`src/rtl/parity_frame_if.sv`:
```
// Producer-side frame handshake and result strobe for parity_frame_ctrl.
interface parity_frame_if #(
  parameter int unsigned WIDTH = 8
);
  logic             in_valid;
  logic             in_ready;
  logic [WIDTH-1:0] in_data;
  logic             in_par;
  logic             out_valid;
  logic             out_par;
  logic             out_err;

  // Producer / result consumer side
  modport master (
    output in_valid, in_data, in_par,
    input  in_ready, out_valid, out_par, out_err
  );

  // Frame controller side
  modport slave (
    input  in_valid, in_data, in_par,
    output in_ready, out_valid, out_par, out_err
  );
endinterface

```
`src/rtl/parity_frame_ctrl.sv`:
```
// Frame sequencer for the bit-serial Mealy parity checker: shifts a word
// LSB-first into the checker, samples its parity on the last bit, reports
// the result, then pulses the checker's reset so every frame starts EVEN.
module parity_frame_ctrl #(
  parameter int unsigned WIDTH = 8,
  parameter bit          ODD   = 1'b0
) (
  input  logic                 clk,
  input  logic                 rst,
  parity_frame_if.slave        bus,
  output logic                 chk_x,
  output logic                 chk_rst,
  input  logic                 chk_z,
  output logic                 busy,
  output logic [7:0]           err_count
);

  localparam int unsigned CNT_W = (WIDTH > 2) ? $clog2(WIDTH) : 1;
  localparam int unsigned ERR_W = 8;
  localparam logic [CNT_W-1:0] LAST_BIT = CNT_W'(WIDTH - 1);
  localparam logic [ERR_W-1:0] ERR_MAX  = {ERR_W{1'b1}};

  typedef enum logic [1:0] {IDLE, SHIFT, CLEAR} state_t;

  state_t             state_q, state_d;
  logic [WIDTH-1:0]   shift_q, shift_d;
  logic [CNT_W-1:0]   cnt_q, cnt_d;
  logic               par_lat_q, par_lat_d;
  logic [ERR_W-1:0]   err_cnt_q, err_cnt_d;
  logic               in_ready_q, in_ready_d;
  logic               busy_q, busy_d;
  logic               out_valid_q, out_valid_d;
  logic               out_par_q, out_par_d;
  logic               out_err_q, out_err_d;
  logic               chk_x_q, chk_x_d;
  logic               clr_q, clr_d;

  // State register
  always_ff @(posedge clk or negedge rst) begin
    if (!rst) state_q <= IDLE;
    else      state_q <= state_d;
  end

  // Next state, datapath next values and registered output decode
  always_comb begin
    state_d   = state_q;
    shift_d   = shift_q;
    cnt_d     = cnt_q;
    par_lat_d = par_lat_q;
    err_cnt_d = err_cnt_q;
    out_par_d = 1'b0;
    out_err_d = 1'b0;

    case (state_q)
      IDLE: begin
        if (bus.in_valid) begin
          shift_d   = bus.in_data;
          par_lat_d = bus.in_par;
          cnt_d     = '0;
          state_d   = SHIFT;
        end
      end
      SHIFT: begin
        shift_d = shift_q >> 1;
        cnt_d   = cnt_q + CNT_W'(1);
        // chk_z already includes the bit on chk_x this cycle
        if (cnt_q == LAST_BIT) begin
          out_par_d = chk_z;
          out_err_d = chk_z ^ par_lat_q ^ ODD;
          cnt_d     = '0;
          state_d   = CLEAR;
        end
      end
      CLEAR: begin
        if (out_err_q && (err_cnt_q != ERR_MAX)) err_cnt_d = err_cnt_q + ERR_W'(1);
        state_d = IDLE;
      end
      default: state_d = IDLE;
    endcase

    in_ready_d  = (state_d == IDLE);
    busy_d      = (state_d != IDLE);
    out_valid_d = (state_d == CLEAR);
    clr_d       = (state_d == CLEAR);
    chk_x_d     = (state_d == SHIFT) ? shift_d[0] : 1'b0;
  end

  // Datapath and output flops
  always_ff @(posedge clk or negedge rst) begin
    if (!rst) begin
      shift_q     <= '0;
      cnt_q       <= '0;
      par_lat_q   <= 1'b0;
      err_cnt_q   <= '0;
      in_ready_q  <= 1'b1;
      busy_q      <= 1'b0;
      out_valid_q <= 1'b0;
      out_par_q   <= 1'b0;
      out_err_q   <= 1'b0;
      chk_x_q     <= 1'b0;
      clr_q       <= 1'b0;
    end else begin
      shift_q     <= shift_d;
      cnt_q       <= cnt_d;
      par_lat_q   <= par_lat_d;
      err_cnt_q   <= err_cnt_d;
      in_ready_q  <= in_ready_d;
      busy_q      <= busy_d;
      out_valid_q <= out_valid_d;
      out_par_q   <= out_par_d;
      out_err_q   <= out_err_d;
      chk_x_q     <= chk_x_d;
      clr_q       <= clr_d;
    end
  end

  assign bus.in_ready  = in_ready_q;
  assign bus.out_valid = out_valid_q;
  assign bus.out_par   = out_par_q;
  assign bus.out_err   = out_err_q;
  assign busy          = busy_q;
  assign err_count     = err_cnt_q;
  assign chk_x         = chk_x_q;
  // Checker is held in reset through our own reset as well as the CLEAR pulse
  assign chk_rst       = clr_q | ~rst;

endmodule

```
`src/flat_wrapper.sv`:
```
// flat-port wrapper written by rule: the top's interface ports become plain ports
module parity_frame_ctrl_flat 
#(
  parameter int unsigned WIDTH = 8,
  parameter bit          ODD   = 1'b0
)
  (clk, rst, chk_x, chk_rst, chk_z, busy, err_count, bus_in_valid, bus_in_data, bus_in_par, bus_in_ready, bus_out_valid, bus_out_par, bus_out_err);
  parity_frame_if #(.WIDTH(WIDTH)) bus_i ();
  input  logic clk;
  input  logic rst;
  output logic chk_x;
  output logic chk_rst;
  input  logic chk_z;
  output logic busy;
  output logic [7:0] err_count;
  input wire logic [$bits(bus_i.in_valid)-1:0] bus_in_valid;
  input wire logic [$bits(bus_i.in_data)-1:0] bus_in_data;
  input wire logic [$bits(bus_i.in_par)-1:0] bus_in_par;
  output wire logic [$bits(bus_i.in_ready)-1:0] bus_in_ready;
  output wire logic [$bits(bus_i.out_valid)-1:0] bus_out_valid;
  output wire logic [$bits(bus_i.out_par)-1:0] bus_out_par;
  output wire logic [$bits(bus_i.out_err)-1:0] bus_out_err;
  assign bus_i.in_valid = bus_in_valid;
  assign bus_i.in_data = bus_in_data;
  assign bus_i.in_par = bus_in_par;
  assign bus_in_ready = bus_i.in_ready;
  assign bus_out_valid = bus_i.out_valid;
  assign bus_out_par = bus_i.out_par;
  assign bus_out_err = bus_i.out_err;
  parity_frame_ctrl #(.WIDTH(WIDTH), .ODD(ODD)) u_core (.clk(clk), .rst(rst), .bus(bus_i), .chk_x(chk_x), .chk_rst(chk_rst), .chk_z(chk_z), .busy(busy), .err_count(err_count));
endmodule
```
`config.mk`:
```
export PLATFORM = sky130hd
export DESIGN_NAME = parity_frame_ctrl_flat
export DESIGN_NICKNAME = d
export VERILOG_FILES = /design/src/rtl/parity_frame_if.sv /design/src/rtl/parity_frame_ctrl.sv /design/src/flat_wrapper.sv
export SDC_FILE = /design/constraint.sdc
export NUM_CORES = 1
export LEC_CHECK = 0
export CORE_MARGIN = 3
export CORE_UTILIZATION = 40
export DETAILED_ROUTE_END_ITERATION = 16
export PLACE_DENSITY = 0.75
export SKIP_CTS_REPAIR_TIMING = 1
export SLEW_MARGIN = 20
export SYNTH_ARGS = -nofsm -noshare
export SYNTH_HDL_FRONTEND = slang
export SYNTH_SLANG_ARGS = --single-unit
```
`constraint.sdc`:
```
create_clock -name clk -period 4.7 [get_ports clk]
set_input_delay 0.705 -clock clk [delete_from_list [all_inputs] [get_ports clk]]
set_output_delay 0.705 -clock clk [all_outputs]
set_load 0.05 [all_outputs]
```
==> results of run 1 <==
==> worst paths after layout <==
check | from | endpoint
max in group asynchronous | rst | u_core.bus.in_ready
worst max-delay path | rst | chk_rst
worst min register to register | u_core.shift_q[3] | u_core.shift_q[3]
min in group asynchronous | rst | u_core.err_count[5]
worst min-delay path | u_core.shift_q[3] | u_core.shift_q[3]
worst max register to register | u_core.state_q[0] | u_core.cnt_q[0]
==> routing by layer <==
| metal | vias to the layer above | track usage | wire (um) |
|---|---|---|---|
| li1 | 437 | - | - |
| met2 | 25 | 0.2296 | 1140 |
| met3 | 2 | 0.02516 | 119 |
| met5 | - | 0 | 0 |
| met1 | 434 | 0.1798 | 988 |
| met4 | 0 | 0.05573 | 10 |
==> worst min-delay path, stage by stage (launching register included) <==
cell and delay, ns:
sky130_fd_sc_hd__dfrtp_1 0.37, sky130_fd_sc_hd__nand2_1 0.05, sky130_fd_sc_hd__o21ai_0 0.06
==> cells by family after synthesis <==
kind of cell               after synthesis  share of synthesized area
buffers and inverters                    6                    0.02765
AOI/OAI and AO/OA                       27                     0.1568
DFF                                     27                     0.5543
xor gates and xnor gates                 5                    0.03587
muxes                                    5                    0.04508
and+or+nand+nor                         31                     0.1496
adders and majority gates                3                    0.03074
==> through the flow <==
stage	hold WS, ns	cell area, um2	utilization	power, mW
finish	0.5038	1534	0.5422	0.6476
global route	0.5409	1534	0.5422	0.6928
CTS	0.5072	1534	0.5422	0.6560
detailed placement	0.4754	1508	0.5330	0.5582
global placement	0.4620	1508	0.5330	0.5474
floorplan	0.4094	1221	-	0.4884
==> sequential cells by signal (all words and copies together) (netlist names) <==
name / cells
u_core.err_count: 8
u_core.shift_q: 7
u_core.cnt_q: 3
u_core.state_q: 2
u_core.bus.in_ready: 1
u_core.bus.out_err: 1
u_core.bus.out_par: 1
u_core.bus.out_valid: 1
u_core.busy: 1
u_core.chk_x: 1
u_core.par_lat_q: 1
==> synth_stat cells (all sizes together) (2+ instances only) <==
cell,instances,area [um2]
buf,5,30.02
and2,2,12.51
mux2,4,45.04
o211ai,2,15.01
a22o,3,26.28
a22oi,7,52.55
o21ai,9,48.80
ha,3,37.54
and2b,3,22.52
nand4,4,25.02
xnor2,3,26.28
a21oi,2,10.01
and3,4,25.02
xor2,2,17.52
dfrtp,26,650.6
nand2,10,37.54
==> layout make-up <==
class	instances	area (um2)	share of cell area
Tap cell	31	38.79	0.02529
Clock buffer	4	26.28	0.01713
Sequential cell	27	676.9	0.4413
Inverter	1	3.754	0.002447
Timing Repair Buffer	28	277.8	0.1811
Multi-Input combinational cell	71	510.5	0.3328
==> power groups by stage <==
stage	clock [mW]	sequential, mW	combinational, mW
floorplan	0	0.366	0.122
global placement	0	0.334	0.214
detailed placement	0	0.338	0.220
CTS	0.102	0.333	0.221
global route	0.110	0.342	0.240
finish	0.0965	0.333	0.218
==> reports/metrics.csv, run 1 <==
stage,metric,value,unit
outcome,status,finished clean,
timing,final.setup.worst_slack,1.709,ns
setup_path,crit_arrival,2.29,ns
detailed_routing,drc_marker_count_from_the_first_detailed_route_iteration,54,
power,power.density_cell_area,422.2,nW/um2
setup_path,worstRegToRegCells,2,
min_path,min_path_type,flop to flop,
layout,fraction_of_layout_cells_with_a_size_suffix_above_1,0.07634,
power,share_comb_of_total_power,0.337,
timing,fin_worst_skew,0.005607,ns
cts,cts_inserted_buffers,3,
min_path,hold-path-cell-count,2,
grt,vias_in_the_first_global_route,883,
power,power_leakage,0.6636,nW
setup_path,cp.depth,4,
setup_path,cpMaxStageDelayCell,sky130_fd_sc_hd__clkdlybuf4s50_1,
power,internal_power,418.1,uW
placed_design,dp.cells,158,
synthesis,synth.cell_area,1221,um2
power,switching_share,0.3543,
synthesis,yosysWarningCount,0,
power,vdd_drop_max,0.2378,mV
setup_path,critical_path_end_type,output pin,
timing,worst_slew_pin_slew,0.9880,ns
detailed_routing,drtAntennaViolNets,0,
grt,grt_overflow_total,0,
synthesis,synth.distinct_cells,34,
detailed_routing,drt_first_pass_iters,4,
setup_path,crit_fanout,28,
power,netSwitchingPower,229.4,uW
cts,cts-htree-levels,1,
layout,final_net_count,148,
setup_path,timing_worst_setup_path_type,input port to output pin,
grt,wire_length_of_the_first_global_routing_pass,3905,um
detailed_routing,wirelength_routed,2259,um
synthesis,synth.ff_latch_count,27,
timing,final_max_slew_viol_count,0,
die,design.core.area,2829,um2
placed_design,place_ws,1.684,ns
job,drv.max_cap_violation_count,0,
power,p_seq_frac,0.514,
grt,grt_antenna_before_repair,0,
detailed_routing,avgViaCountPerCell,5.543,
timing,fmax,334.4,MHz
timing,rsz0062_at_grt,no,
setup_path,critPathMostFrequentCell,sky130_fd_sc_hd__clkdlybuf4s50_1,
die,initial_utilization,0.4317,
die,die_w,61.26,um
synthesis,synth_top_flop_cell,sky130_fd_sc_hd__dfrtp_1,
timing,setup_total_negative_slack,0,ns
layout,most_common_library_cell_in_the_layout_ignoring_fill_and_taps,sky130_fd_sc_hd__clkdlybuf4s50_1,
placed_design,detailed_place_hpwl,1629,um
setup_path,worstPathCellList,clkdlybuf4s50_1 > buf_4 > nand2b_1 > clkdlybuf4s50_1,
power,part_of_the_power_in_the_clock_network,0.149,
detailed_routing,wl_per_cell,13.94,um
layout,final_cell_count_no_fill,162,
synthesis,synth_sequential_area_ratio,0.5543,
setup_path,crit_family,buffers and inverters,
cts,clkLatencyLatePin,0.31,ns
layout,syn2layout_area_growth,25.61,%
cts,buffer_cell_driving_the_clock_tree_root,sky130_fd_sc_hd__clkbuf_4,
placed_design,placement.io_buffers,27,
detailed_routing,via_count,898,
cts,clk_transition_reported_paths,0.14,ns
timing,min_period,2.991,ns
layout,ant_cells,0,
die,chipHeight,61.26,um
placed_design,routabilityCongestion,0.8508,
timing,hold_viol,0,
setup_path,worstPathRequired,3.99,ns
timing,setup_violators_final,0,
setup_path,reg2reg_slack,2.95,ns
grt,gr-usage-all-layers,0.1389,
setup_path,cp_slowest_stage_delay,0.70,ns
setup_path,cp.buffers_inverters,3,
timing,timing.final.crit_share,0.6363,
die,design.die.area,3752,um2
cts,clock_sinks,27,
cts,max-clock-path-buffers,2,
layout,highest_count_cells_in_the_layout_ignoring_fill_and_taps,"sky130_fd_sc_hd__clkdlybuf4s50_1, sky130_fd_sc_hd__dfrtp_1, sky130_fd_sc_hd__nand2_1",
die,placement_rows,19,
layout,filler_cell_count,255,
setup_path,critical_path.startpoint_type,input port,
detailed_routing,post-route-drc-count,0,
synthesis,asyncSetResetFlopFracSynth,1.000,
synthesis,avgSynthCellArea,11.74,um2
die,number_of_i_o_pins,28,
grt,largest_net_degree_at_the_start_of_global_routing,29,
synthesis,synth-edff-count,0,
timing,slew_headroom,0.3400,
cts,tritoncts,done,
synthesis,syn-instance-count,104,
synthesis,synthesis.nets,120,
Note: power is estimated with default switching activity, not from simulation.
==> run 2: changes to the inputs <==
PLACE_DENSITY = 0.78   (was 0.75)
clock period = 2.7 ns   (was 4.7 ns; I/O delays follow)
==> reports/metrics.csv, run 2 (synthesis results as in run 1) <==
stage,metric,value,unit,change
die,die_w,61.26,um,unchanged
timing,fmax,473.5,MHz,
setup_path,worstPathRequired,2.30,ns,was 3.99 ns
layout,final_net_count,149,,was 148
placed_design,routabilityCongestion,0.8756,,was 0.8508
power,netSwitchingPower,411.6,uW,was 229.4 uW
setup_path,worstRegToRegCells,2,,unchanged
power,p_seq_frac,0.505,,was 0.514
layout,flip_flop_count_of_the_largest_register_after_layout,8,,unchanged
detailed_routing,avgViaCountPerCell,5.681,,was 5.543
die,number_of_i_o_pins,28,,unchanged
power,share_comb_of_total_power,0.340,,was 0.337
setup_path,cp_slowest_stage_delay,0.86,ns,was 0.70 ns
cts,buffer_cell_driving_the_clock_tree_root,sky130_fd_sc_hd__clkbuf_4,,unchanged
detailed_routing,via_count,926,,was 898
cts,cts_inserted_buffers,3,,unchanged
power,internal_power,735.3,uW,was 418.1 uW
cts,clk_transition_reported_paths,0.15,ns,was 0.14 ns
power,power.density_cell_area,737.5,nW/um2,was 422.2 nW/um2
timing,hold_ws,0.4628,ns,was 0.5038 ns
cts,clkLatencyLatePin,0.33,ns,was 0.31 ns
timing,hold_viol,0,,unchanged
detailed_routing,drc_marker_count_from_the_first_detailed_route_iteration,45,,was 54
setup_path,worstPathCellList,clkdlybuf4s50_1,,was clkdlybuf4s50_1 > buf_4 > nand2b_1 > clkdlybuf4s50_1
grt,gr-usage-all-layers,0.1407,,was 0.1389
cts,max-clock-path-buffers,2,,unchanged
setup_path,critical_path_end_type,output pin,,unchanged
setup_path,crit_family,buffers and inverters,,unchanged
grt,grt_overflow_total,0,,unchanged
setup_path,cp.depth,1,,was 4
timing,final_max_slew_viol_count,0,,unchanged
placed_design,placement.io_buffers,27,,unchanged
detailed_routing,wirelength_routed,2343,um,was 2259 um
timing,setup_violators_final,0,,unchanged
timing,worst_slew_pin_slew,0.8828,ns,was 0.9880 ns
die,initial_utilization,0.4317,,unchanged
timing,setup_total_negative_slack,0,ns,unchanged
die,design.core.area,2829,um2,unchanged
detailed_routing,wl_per_cell,14.37,um,was 13.94 um
power,power_leakage,0.6734,nW,was 0.6636 nW
setup_path,critical_path.startpoint_type,flop,,was input port
layout,highest_count_cells_in_the_layout_ignoring_fill_and_taps,"sky130_fd_sc_hd__clkdlybuf4s50_1, sky130_fd_sc_hd__dfrtp_1, sky130_fd_sc_hd__nand2_1",,unchanged
timing,fin_worst_skew,0.009451,ns,was 0.005607 ns
placed_design,detailed_place_hpwl,1799,um,was 1629 um
timing,slew_headroom,0.4103,,was 0.3400
power,vdd_drop_max,0.3652,mV,was 0.2378 mV
grt,largest_net_degree_at_the_start_of_global_routing,28,,was 29
setup_path,crit_path_start,u_core.err_count[2],,was rst
layout,syn2layout_area_growth,27.36,%,was 25.61%
layout,fraction_of_layout_cells_with_a_size_suffix_above_1,0.09848,,was 0.07634
detailed_routing,drt_first_pass_iters,4,,unchanged
grt,wire_length_of_the_first_global_routing_pass,3960,um,was 3905 um
min_path,min_path_type,input port to asynchronous set/reset pin,,was flop to flop
power,part_of_the_power_in_the_clock_network,0.155,,was 0.149
setup_path,timing_worst_setup_path_type,flop to output pin,,was input port to output pin
layout,filler_cell_count,256,,was 255
timing,min_period,2.112,ns,
setup_path,cp.buffers_inverters,1,,was 3
detailed_routing,drtAntennaViolNets,0,,unchanged
grt,vias_in_the_first_global_route,887,,was 883
setup_path,crit_arrival,1.71,ns,was 2.29 ns
grt,grt_antenna_before_repair,0,,unchanged
setup_path,cpMaxStageDelayCell,sky130_fd_sc_hd__clkdlybuf4s50_1,,unchanged
job,drv.max_cap_violation_count,0,,unchanged
cts,clock_sinks,27,,unchanged
die,chipHeight,61.26,um,unchanged
cts,cts-htree-levels,1,,unchanged
layout,ant_cells,0,,unchanged
outcome,status,finished clean,,unchanged
setup_path,crit_fanout,8,,was 28
power,switching_share,0.3589,,was 0.3543
detailed_routing,post-route-drc-count,0,,unchanged
die,placement_rows,19,,unchanged
setup_path,r2r-start,u_core.state_q[0],,unchanged
timing,rsz0062_at_grt,no,,unchanged
die,design.die.area,3752,um2,unchanged
timing,timing.final.crit_share,0.7822,,
cts,tritoncts,done,,unchanged
## run 2: cell count changes in the layout (fill, tap and decap cells not counted), sizes merged
cell	previous run	this run
clkinvlp	0	1
buf	1	3
clkbuf	4	3
clkdlybuf4s50	27	26
## run 2: path summary, 6_finish.rpt
kind	end	slack, ns
hold reg to reg	u_core.shift_q[5]	0.50
setup / recovery	err_count[2]	0.59
hold / removal	u_core.err_count[2]	0.46
setup reg to reg	u_core.cnt_q[2]	1.04
min in group clk	u_core.shift_q[5]	0.50
max in group asynchronous	u_core.bus.in_ready	1.93
## run 2: power groups by stage
stage / Sequential [mW] / Combinational, mW / Clock (mW)
finish: 0.580 / 0.390 / 0.177
global route: 0.595 / 0.429 / 0.195
CTS: 0.581 / 0.398 / 0.184
detailed placement: 0.590 / 0.396 / 0
global placement: 0.584 / 0.377 / 0
floorplan: 0.638 / 0.212 / 0
## run 2: routing by layer
layer,up-vias,part of all wire,GRT usage
li1,442,-,-
met1,457,0.42,0.1744
met2,24,0.52,0.2477
met3,3,0.050,0.02516
met4,0,0.0098,0.04334
met5,-,0,0
## run 2: worst register-to-register path, stage by stage (launching register included)
cell                       delay (ns)
sky130_fd_sc_hd__dfrtp_1         0.57
sky130_fd_sc_hd__o21bai_1        0.78
sky130_fd_sc_hd__a22o_1          0.26
## run 2: area by class of cell
cell class / instances / area [um2] / share of cell area
Multi-Input combinational cell: 71 / 510.5 / 0.3282
Clock inverter: 1 / 7.507 / 0.004827
Tap cell: 31 / 38.79 / 0.02494
Sequential cell: 27 / 676.9 / 0.4352
Clock buffer: 3 / 22.52 / 0.01448
Inverter: 1 / 3.754 / 0.002414
Timing Repair Buffer: 29 / 295.3 / 0.1899
## run 2: through the flow
step                      instances  setup slack [ns]    util  power [mW]  cell area, um2
after floorplan                 104            0.8298       -      0.8501            1221
after global placement          159            0.8471  0.5391      0.9603            1525
after detailed placement        159            0.7757  0.5391      0.9854            1525
after CTS                       163            0.5869  0.5498       1.163            1555
after global routing            163            0.5459  0.5498       1.218            1555
final                           163            0.5880  0.5498       1.147            1555
==> run 3: changes to the inputs <==
clock period = 1.83 ns   (was 2.7 ns; I/O delays follow)
==> reports/metrics.csv, run 3 (synthesis results as in run 1) <==
stage,metric,value,unit,change
die,design.die.area,3752,um2,unchanged
detailed_routing,drt_first_pass_iters,2,,was 4
placed_design,routabilityCongestion,0.8702,,was 0.8756
detailed_routing,wl_per_cell,13.90,um,was 14.37 um
outcome,status,finished clean,,unchanged
grt,largest_net_degree_at_the_start_of_global_routing,28,,unchanged
grt,met3_usage,0.02725,,was 0.02516
cts,buffer_cell_driving_the_clock_tree_root,sky130_fd_sc_hd__clkbuf_4,,unchanged
timing,slew_headroom,0.6630,,was 0.4103
setup_path,critical_path_end_type,output pin,,unchanged
layout,regArea,679.4,um2,was 676.9 um2
layout,most_common_library_cell_in_the_layout_ignoring_fill_and_taps,sky130_fd_sc_hd__dfrtp_1,,
timing,fin_worst_skew,0.005225,ns,was 0.009451 ns
timing,fmax,570.4,MHz,
placed_design,place_ws,0.2118,ns,was 0.7757 ns
die,die_w,61.26,um,unchanged
setup_path,r2r-start,u_core.err_count[0],,was u_core.state_q[0]
timing,setup_violators_final,0,,unchanged
setup_path,crit_path_start,u_core.bus.out_valid,,was u_core.err_count[2]
grt,grt_busiest_layer,met2,,unchanged
setup_path,critical_path.startpoint_type,flop,,unchanged
detailed_routing,avgViaCountPerCell,5.442,,was 5.681
cts,cts_inserted_buffers,3,,unchanged
power,totalPowerFinal,1.705,mW,was 1.147 mW
grt,grt_antenna_before_repair,0,,unchanged
die,design.core.area,2829,um2,unchanged
layout,multi_input_comb_area,510.5,um2,unchanged
grt,grt_overflow_total,0,,unchanged
setup_path,cp.depth,1,,unchanged
cts,clock_sinks,27,,unchanged
layout,syn2layout_area_growth,27.36,%,unchanged
placed_design,placement.io_buffers,27,,unchanged
setup_path,cp_slowest_stage_delay,0.80,ns,was 0.86 ns
die,chipHeight,61.26,um,unchanged
setup_path,cpMaxStageDelayCell,sky130_fd_sc_hd__clkdlybuf4s50_1,,unchanged
detailed_routing,via_count,898,,was 926
setup_path,crit_family,buffers and inverters,,unchanged
placed_design,detailed_place_hpwl,1726,um,was 1799 um
die,number_of_i_o_pins,28,,unchanged
cts,clk_transition_reported_paths,0.14,ns,was 0.15 ns
timing,timing.final.crit_share,0.9579,,
layout,highest_count_cells_in_the_layout_ignoring_fill_and_taps,"sky130_fd_sc_hd__dfrtp_1, sky130_fd_sc_hd__clkdlybuf4s50_1, sky130_fd_sc_hd__buf_4",,"was sky130_fd_sc_hd__clkdlybuf4s50_1, sky130_fd_sc_hd__dfrtp_1, sky130_fd_sc_hd__nand2_1"
placed_design,dp.cells,161,,was 159
timing,final_max_slew_viol_count,0,,unchanged
cts,tritoncts,done,,unchanged
timing,final.setup.worst_slack,0.07699,ns,was 0.5880 ns
setup_path,crit_arrival,1.48,ns,was 1.71 ns
layout,flip_flop_count_of_the_largest_register_after_layout,8,,unchanged
detailed_routing,drtAntennaViolNets,0,,unchanged
timing,hold_viol,0,,unchanged
grt,global_route_met1_usage,0.1689,,was 0.1744
power,power_leakage,0.7368,nW,was 0.6734 nW
layout,filler_cell_count,264,,was 256
layout,fraction_of_layout_cells_with_a_size_suffix_above_1,0.1866,,was 0.09848
layout,ant_cells,0,,unchanged
power,power.density_cell_area,1096,nW/um2,was 737.5 nW/um2
grt,wire_length_of_the_first_global_routing_pass,3898,um,was 3960 um
detailed_routing,wirelength_routed,2294,um,was 2343 um
setup_path,worstRegToRegCells,4,,was 2
setup_path,cp.buffers_inverters,1,,unchanged
job,drv.max_cap_violation_count,0,,unchanged
detailed_routing,drc_marker_count_from_the_first_detailed_route_iteration,17,,was 45
setup_path,crit_fanout,2,,was 8
detailed_routing,post-route-drc-count,0,,unchanged
min_path,min_path_type,input port to asynchronous set/reset pin,,unchanged
cts,max-clock-path-buffers,2,,unchanged
grt,met2_demand_to_capacity_share_in_global_routing,0.2447,,was 0.2477
layout,final_cell_count_no_fill,165,,was 163
power,vdd_drop_max,0.5571,mV,was 0.3652 mV
cts,cts-htree-levels,1,,unchanged
layout,final_net_count,151,,was 149
timing,rsz0062_at_grt,no,,unchanged
cts,clkLatencyLatePin,0.32,ns,was 0.33 ns
die,placement_rows,19,,unchanged
grt,vias_in_the_first_global_route,896,,was 887
setup_path,worstPathRequired,1.56,ns,was 2.30 ns
timing,min_period,1.753,ns,
setup_path,worstPathCellList,clkdlybuf4s50_1,,unchanged
timing,worst_slew_pin_slew,0.5047,ns,was 0.8828 ns
die,initial_utilization,0.4317,,unchanged
grt,gr-usage-all-layers,0.1414,,was 0.1407
setup_path,timing_worst_setup_path_type,flop to output pin,,unchanged
## run 3: stage by stage
step	area, um2	utilization	hold slack, ns	TNS, ns
floorplan	1224	-	-0.02109	0
global placement	1523	0.5383	0.4629	0
detailed placement	1523	0.5383	0.4793	0
CTS	1550	0.5480	0.3429	-0.02986
global route	1555	0.5498	0.3799	0
finish	1555	0.5498	0.3342	0
## run 3: report_power, final
part           switching [mW]  internal (mW)
sequential             0.0929          0.741
clock                   0.174         0.0820
combinational           0.341          0.275
## run 3: final timing paths
| kind | endpoint | slack, ns |
|---|---|---|
| max in group asynchronous | u_core.bus.in_ready | 1.20 |
| hold / removal | u_core.err_count[5] | 0.33 |
| min in group clk | u_core.shift_q[4] | 0.51 |
| setup / recovery | bus_out_valid | 0.08 |
| hold reg to reg | u_core.shift_q[4] | 0.51 |
| setup reg to reg | u_core.err_count[1] | 0.19 |
## run 3: cell type report
type                    count  area share
repair buffers             31      0.1899
flip-flops and latches     27      0.4368
clock buffers               3     0.01448
clock inverters             1    0.003218
multi-input cells          71      0.3282
inverters                   1    0.002414
well taps                  31     0.02494
## run 3: routing by layer
metal  vias to the layer above  share of wire
li1                        444              -
met1                       427           0.43
met2                        22           0.50
met3                         5          0.050
met4                         0          0.018
met5                         -              0
